File: config.mk
export PLATFORM = sky130hd
export DESIGN_NAME = rcu_stage
export DESIGN_NICKNAME = d
export VERILOG_FILES = /design/src/rtl/rcu_stage.sv
export SDC_FILE = /design/constraint.sdc
export NUM_CORES = 1
export LEC_CHECK = 0
export CAP_MARGIN = 30
export CORE_AREA = 2 2 39 41
export CTS_BUF_LIST = sky130_fd_sc_hd__clkbuf_4 sky130_fd_sc_hd__clkbuf_8
export DETAILED_ROUTE_END_ITERATION = 8
export DIE_AREA = 0 0 41 43
export PLACE_DENSITY = 0.79
export RECOVER_POWER = 25
export SKIP_CTS_REPAIR_TIMING = 1
export SYNTH_ARGS = -nofsm -noshare
export SYNTH_HDL_FRONTEND = slang
export SYNTH_SLANG_ARGS = --single-unit
File: constraint.sdc
create_clock -name clk -period 2.4 [get_ports clk]
set_input_delay 0.36 -clock clk [delete_from_list [all_inputs] [get_ports clk]]
set_output_delay 0.36 -clock clk [all_outputs]
set_load 0.005 [all_outputs]
File: src/rtl/rcu_stage.sv
// Registered worm-locking Z-X-Y route computation stage with lateral backup for faulty vertical links.
// Optional saturating fault statistics (backup_count, drop_count) are built when RCU_FAULT_STATS_EN is defined.
package rcu_header;
  localparam int MESH_WIDTH  = 4;
  localparam int MESH_HEIGHT = 4;
  localparam int MESH_DEPTH  = 4;
  localparam int XW = (MESH_WIDTH  > 1) ? $clog2(MESH_WIDTH)  : 1;
  localparam int YW = (MESH_HEIGHT > 1) ? $clog2(MESH_HEIGHT) : 1;
  localparam int ZW = (MESH_DEPTH  > 1) ? $clog2(MESH_DEPTH)  : 1;

  typedef enum logic [2:0] {LOCAL, NORTH, SOUTH, EAST, WEST, UP, DOWN, DROP} port_t;

  typedef struct packed {
    logic [XW-1:0] x;
    logic [YW-1:0] y;
    logic [ZW-1:0] z;
  } position_t;
endpackage

module rcu_stage
  import rcu_header::*;
#(
  parameter position_t THIS_POS    = '{x: '0, y: '0, z: '0},
  parameter bit        BACKUP_MODE = 1'b0,
  parameter int        STAT_W      = 16
) (
  input  logic      clk,
  input  logic      rst_n,
  input  logic      in_valid,
  output logic      in_ready,
  input  logic      in_head,
  input  logic      in_tail,
  input  port_t     in_inport,
  input  position_t in_dest,
  input  logic      up_faulty,
  input  logic      down_faulty,
  output logic      out_valid,
  input  logic      out_ready,
  output port_t     out_port,
  output logic      out_tail
`ifdef RCU_FAULT_STATS_EN
  ,
  output logic [STAT_W-1:0] backup_count,
  output logic [STAT_W-1:0] drop_count
`endif
);
  typedef enum logic {IDLE, LOCKED} state_t;

  localparam bit AT_WEST  = (int'(THIS_POS.x) == 0);
  localparam bit AT_EAST  = (int'(THIS_POS.x) == MESH_WIDTH - 1);
  localparam bit AT_SOUTH = (int'(THIS_POS.y) == 0);
  localparam bit AT_NORTH = (int'(THIS_POS.y) == MESH_HEIGHT - 1);

  state_t             state;
  port_t              route_q;
  logic [1:0]         rr_ptr;
  logic               accept;
  logic signed [XW:0] dx;
  logic signed [YW:0] dy;
  logic signed [ZW:0] dz;
  logic               fault, rr_found;
  logic [1:0]         rr_sel;
  port_t              dir_port, fixed_bk, rr_bk, head_port, next_port;

  // Round-robin pointer order: 0 EAST, 1 NORTH, 2 WEST, 3 SOUTH
  function automatic port_t rr_port(input logic [1:0] idx);
    case (idx)
      2'd0:    return EAST;
      2'd1:    return NORTH;
      2'd2:    return WEST;
      default: return SOUTH;
    endcase
  endfunction

  function automatic logic on_mesh(input port_t p);
    case (p)
      EAST:    return !AT_EAST;
      NORTH:   return !AT_NORTH;
      WEST:    return !AT_WEST;
      SOUTH:   return !AT_SOUTH;
      default: return 1'b0;
    endcase
  endfunction

  assign in_ready = !out_valid || out_ready;
  assign accept   = in_valid && in_ready;

  assign dx = $signed({1'b0, in_dest.x}) - $signed({1'b0, THIS_POS.x});
  assign dy = $signed({1'b0, in_dest.y}) - $signed({1'b0, THIS_POS.y});
  assign dz = $signed({1'b0, in_dest.z}) - $signed({1'b0, THIS_POS.z});

  always_comb begin
    fault = 1'b0;
    if (dz != '0) begin
      dir_port = dz[ZW] ? DOWN : UP;
      fault    = dz[ZW] ? down_faulty : up_faulty;
    end else if (dx != '0) begin
      dir_port = dx[XW] ? WEST : EAST;
    end else if (dy != '0) begin
      dir_port = dy[YW] ? SOUTH : NORTH;
    end else begin
      dir_port = LOCAL;
    end
  end

  // Edge-aware fixed backup, a function of the inport and this router's position only
  always_comb begin
    fixed_bk = DROP;
    case (in_inport)
      EAST: begin
        if (!AT_WEST)             fixed_bk = WEST;
        else if (MESH_HEIGHT > 1) fixed_bk = AT_NORTH ? SOUTH : NORTH;
      end
      SOUTH:   fixed_bk = AT_NORTH ? SOUTH : NORTH;
      NORTH:   if (!AT_SOUTH) fixed_bk = SOUTH;
      default: begin
        if (MESH_WIDTH > 1)       fixed_bk = AT_EAST ? WEST : EAST;
        else if (MESH_HEIGHT > 1) fixed_bk = AT_NORTH ? SOUTH : NORTH;
      end
    endcase
  end

  always_comb begin
    rr_found = 1'b0;
    rr_sel   = rr_ptr;
    for (int k = 0; k < 4; k++) begin
      if (!rr_found && on_mesh(rr_port(rr_ptr + 2'(k))) &&
          (rr_port(rr_ptr + 2'(k)) != in_inport)) begin
        rr_found = 1'b1;
        rr_sel   = rr_ptr + 2'(k);
      end
    end
    rr_bk = rr_found ? rr_port(rr_sel) : DROP;
  end

  always_comb begin
    head_port = dir_port;
    if (fault) head_port = BACKUP_MODE ? rr_bk : fixed_bk;
    if (in_head)               next_port = head_port;
    else if (state == LOCKED)  next_port = route_q;
    else                       next_port = DROP;
  end

  always_ff @(posedge clk or negedge rst_n) begin
    if (!rst_n) begin
      state     <= IDLE;
      route_q   <= LOCAL;
      rr_ptr    <= 2'd0;
      out_valid <= 1'b0;
      out_port  <= LOCAL;
      out_tail  <= 1'b0;
    end else begin
      if (accept)         out_valid <= 1'b1;
      else if (out_ready) out_valid <= 1'b0;
      if (accept) begin
        out_port <= next_port;
        out_tail <= in_tail;
        if (in_head) begin
          route_q <= head_port;
          state   <= in_tail ? IDLE : LOCKED;
          if (BACKUP_MODE && fault && rr_found) rr_ptr <= rr_sel + 2'd1;
        end else if (in_tail) begin
          state <= IDLE;
        end
      end
    end
  end

`ifdef RCU_FAULT_STATS_EN
  always_ff @(posedge clk or negedge rst_n) begin
    if (!rst_n) begin
      backup_count <= '0;
      drop_count   <= '0;
    end else begin
      if (accept && in_head && fault && !(&backup_count))
        backup_count <= backup_count + STAT_W'(1);
      if (accept && (next_port == DROP) && !(&drop_count))
        drop_count <= drop_count + STAT_W'(1);
    end
  end
`endif
endmodule

Word-level counts from Yosys, hierarchy flattened

Cells that the tools add are included.
Widths: inputs -> output; s select.

Register bits: 9
Output and inout port bits: 6
Word-level logic and storage cells: 32

Equality and inequality tests: 3
Mux-type cells: 13
Reductions and logical operators: 11

Operators by type and width:

| cell               | count |
|---|---|
| $mux 3             | 4 |
| $reduce_bool 3->1  | 3 |
| $mux 1             | 7 |
| $eq 3x2->1 const B | 2 |
| $pmux 3 s2         | 1 |
| $reduce_and 2->1   | 2 |
| $reduce_bool 2->1  | 2 |
| $eq 3x1->1 const B | 1 |
| $mux 2             | 1 |
| $reduce_or 2->1    | 1 |
| $logic_and 1x1->1  | 1 |
| $logic_not 1->1    | 1 |
| $logic_or 1x1->1   | 1 |

Longest topological paths before layout

Word-level depth: 6
Gate-level depth with buffers: 5
Depth with buffers taken out: 4

Least setup slack after synthesis

No wires, ideal clock.

Kind: input port to flip-flop
Start: input port out_ready
End: register route_q[2]
Arrival: 1.046 ns
Required time: 2.272 ns
Setup slack: 1.227 ns
Stages: 3
Path buffers: 0
Path through: nand2b_1 > nand3_1 > mux2_1

Cells in the longest elaborated chain, start to end: 3

Ends and longest elaborated chain:

| element                           | RTL line | text |
|---|---|---|
| start, declared                   | 38       | `input logic out_ready,` |
| $logic_or 1x1->1                  | 85       | `assign in_ready = !out_valid \|\| out_ready;` |
| $logic_and 1x1->1                 | 86       | `assign accept = in_valid && in_ready;` |
| $reduce_and 2->1 (no source line) | n/a      |  |
| end signal, assigned              | 159      | `route_q <= head_port;` |
| end, declared                     | 55       | `port_t route_q;` |

No other way between the ends.
A chain may end at the register's enable or synchronous reset.

Final worst setup path

Start: input port out_ready
End: output port in_ready

Cells in the longest elaborated chain, start to end: 1

Ends and longest elaborated chain:

| element          | RTL line | text |
|---|---|---|
| $logic_or 1x1->1 | 85       |  |
| end, declared    | 30       | `output logic in_ready,` |

No other way between the ends.

==> impl_metrics.csv <==
group,metric,value,unit
routing,drt_first_pass_iters,4,
placement,place.gp.congestion,0.729,
cts,cts_buffers,3,
floorplan,die_h,43,um
pwr,power.density,607,nW/um^2
final_layout,nNetsFinal,85,
timing,post-route-period-util,77.5,%
synth,syn_inst,43,
timing,fmax,538,MHz
cts,clock-root-buffer,"clkbuf_4",
timing,finalSetupTns,0,ns
final_layout,instances_no_fill,83,
routing,drt-met1-wl,343,um
timing,slew_violations,0,
timing,post-route-min-period,1.86,ns
floorplan,dieArea,1760,um^2
routing,post_drt_wl_per_cell,9.99,um
timing,final_hold_viol_count,0,
synth,ys_types,22,
routing,ant_nets,0,
placement,io_buffer_count,21,
placement,place_ws,0.543,ns
timing,tightest_slew,0.402,ns
status,status,"finished, final reports clean",
cts,h-tree-depth,1,
placement,hpwl,663,um
pwr,p_int,0.000319,W
setup_path,end_kind,"output pin",
global_route,grt_max_degree,10,
floorplan,fp.coreArea,1380,um^2
final_layout,finish.instance_area,691,um^2
placement,dpl_cell_area,661,um^2
floorplan,fp-row-count,14,
pwr,swShare,23.8,%
placement,dpl.cell_count,79,
routing,drtIter0Drc,1,
routing,dr_total_vias,391,
synth,syn_area,435,um^2
global_route,grt_usage,12.2,%
pwr,pwr-share-clk,30.4,%
floorplan,start_util,31.5,%
synth,ys_seq_area_share,51.7,%
routing,drc,0,
global_route,grt_pass1_vias,386,
setup_path,path_max_fanout,5,
global_route,grt_pass1_wl,1420,um
timing,setup_viol,0,
pwr,p_comb_share,24.2,%
timing,rsz0062_at_grt,"no",
synth,ys_ff_latch,9,
routing,vias_per_cell,4.71,
final_layout,antennaDiodeCount,0,
pwr,p_leak,0.290,nW
global_route,grt_antenna_before_repair,0,
setup_path,cp.arrival,1.50,ns
setup_path,path_class,"input pin to output pin",
pwr,pwr-share-seq,45.4,%
final_layout,syn_to_final_growth,58.6,%
final_layout,utilization,49.9,%
cts,cts_buffer_depth,2,
worst_hold_path,hp-class,"input pin to asynchronous set/reset pin",
pwr,p_sw,0.0000998,W
routing,met3_length,70,um
global_route,grt_overflow,0,
synth,yosys_warnings,0,
setup_path,cp-start-kind,"input pin",
setup_path,crit_required,2.04,ns
floorplan,dieWidth,41,um
routing,wl,829,um
timing,fin_skew,0.00485,ns
routing,wl_met2,408,um
synth,synth_nets,60,
cts,cts.sinks,9,
cts,cts_tree,"built",
cts,path_clk_slew,0.06,ns
synth,synth.avg_cell_area,10.1,um^2
job,drv_cap,0,
cts,clk_latency,0.26,ns
floorplan,ios,23,
timing,maxSlewHeadroom,73.1,%
timing,fin_ws,0.540,ns
final_layout,drive_above_1_share,11.9,%
routing,dr.max_layer_used,"met4",
pwr,irDropWorstVdd,0.323,mV
## stage by stage
step / hold slack [ns] / power (W)
floorplan: 0.0644 / 0.000233
global placement: 0.463 / 0.000295
detailed placement: 0.472 / 0.000297
CTS: 0.399 / 0.000426
global route: 0.477 / 0.000446
finish: 0.462 / 0.000419
## kinds of logic after synthesis
| logic type | count (synthesis) | share of synthesized area, % |
|---|---|---|
| AND/OR/NAND/NOR | 19 | 23.6 |
| AO/OA/AOI/OAI | 9 | 12.6 |
| flip-flops | 9 | 51.7 |
| multiplexers | 4 | 10.1 |
| buffers and inverters | 2 | 2.01 |
## worst paths after layout
path	from	to	slack [ns]	depth (start not counted)
min	rst_n	route_q[1]$_DFFE_PN0P_	0.46	1
max reg2reg	out_valid$_DFFE_PN0P_	route_q[2]$_DFFE_PN0P_	1.21	3
min in group clk	route_q[0]$_DFFE_PN0P_	route_q[0]$_DFFE_PN0P_	0.48	2
max in group asynchronous	rst_n	out_port[0]$_DFFE_PN0P_	1.65	1
min reg2reg	route_q[0]$_DFFE_PN0P_	route_q[0]$_DFFE_PN0P_	0.48	2
max	out_ready	in_ready	0.54	3
## power groups by stage
stage	clock network, W	logic (W)	registers, W
detailed placement	0	0.000104	0.000193
global route	0.000138	0.000114	0.000194
CTS	0.000132	0.000104	0.000191
global placement	0	0.000102	0.000192
floorplan	0	0.0000403	0.000192
finish	0.000127	0.000102	0.000190
## cell type report
| class | instances | area, um^2 |
|---|---|---|
| fill | 141 | 693 |
| sequential | 9 | 225 |
| timing repair buffer | 21 | 210 |
| multi-input combinational | 32 | 201 |
| clock buffer | 4 | 30.0 |
| tap | 16 | 20.0 |
| inverter | 1 | 3.75 |
## critical path, stage by stage
cell,delay [ns]
clkdlybuf4s50_1,0.45
nand2b_1,0.17
clkdlybuf4s50_1,0.52
## cells in the final DEF, fill, tap and decap left out
master,synthesis,routed
nor2_1,6,6
clkbuf_4,0,4
and3_1,1,1
mux2_1,1,1
a31oi_1,1,1
nand2b_1,2,2
nor4b_1,1,1
dlygate4sd3_1,0,1
mux2i_1,1,1
clkdlybuf4s50_1,0,20
and2_1,1,1
nor3_2,1,1
a21oi_2,1,1
a211oi_1,1,1
nand3_1,1,1
a21oi_1,2,2
o21ai_0,3,3
inv_1,1,1
or3b_1,1,1
dfrtp_1,9,9
a21o_1,1,1
nor3b_1,1,1
mux2_2,2,2
nand2_1,4,4
## flip-flops by register name, summed over array words and instances, names as in the netlist
register / count
out_port: 3
out_tail: 1
out_valid: 1
route_q: 3
state: 1
## Yosys cell counts
master	number	area, um^2
buf_2	1	5.00
or3b_1	1	8.76
nor2_1	6	22.5
o21ai_0	3	15.0
dfrtp_1	9	225
a31oi_1	1	6.26
and2_1	1	6.26
nand3_1	1	5.00
a211oi_1	1	7.51
nor4b_1	1	8.76
mux2_1	1	11.3
a21oi_1	2	10.0
mux2i_1	1	10.0
and3_1	1	6.26
nand2b_1	2	12.5
inv_1	1	3.75
nand2_1	4	15.0
nor3_2	1	10.0
a21oi_2	1	8.76
nor3b_1	1	7.51
a21o_1	1	7.51
mux2_2	2	22.5
## layer usage
layer  up-vias  GRT usage [%]
met2        17           17.8
met5         -              0
met1       175           14.0
met3         2           4.71
met4         0           8.00
li1        197              -
Note: power is estimated with default switching activity, not from simulation.
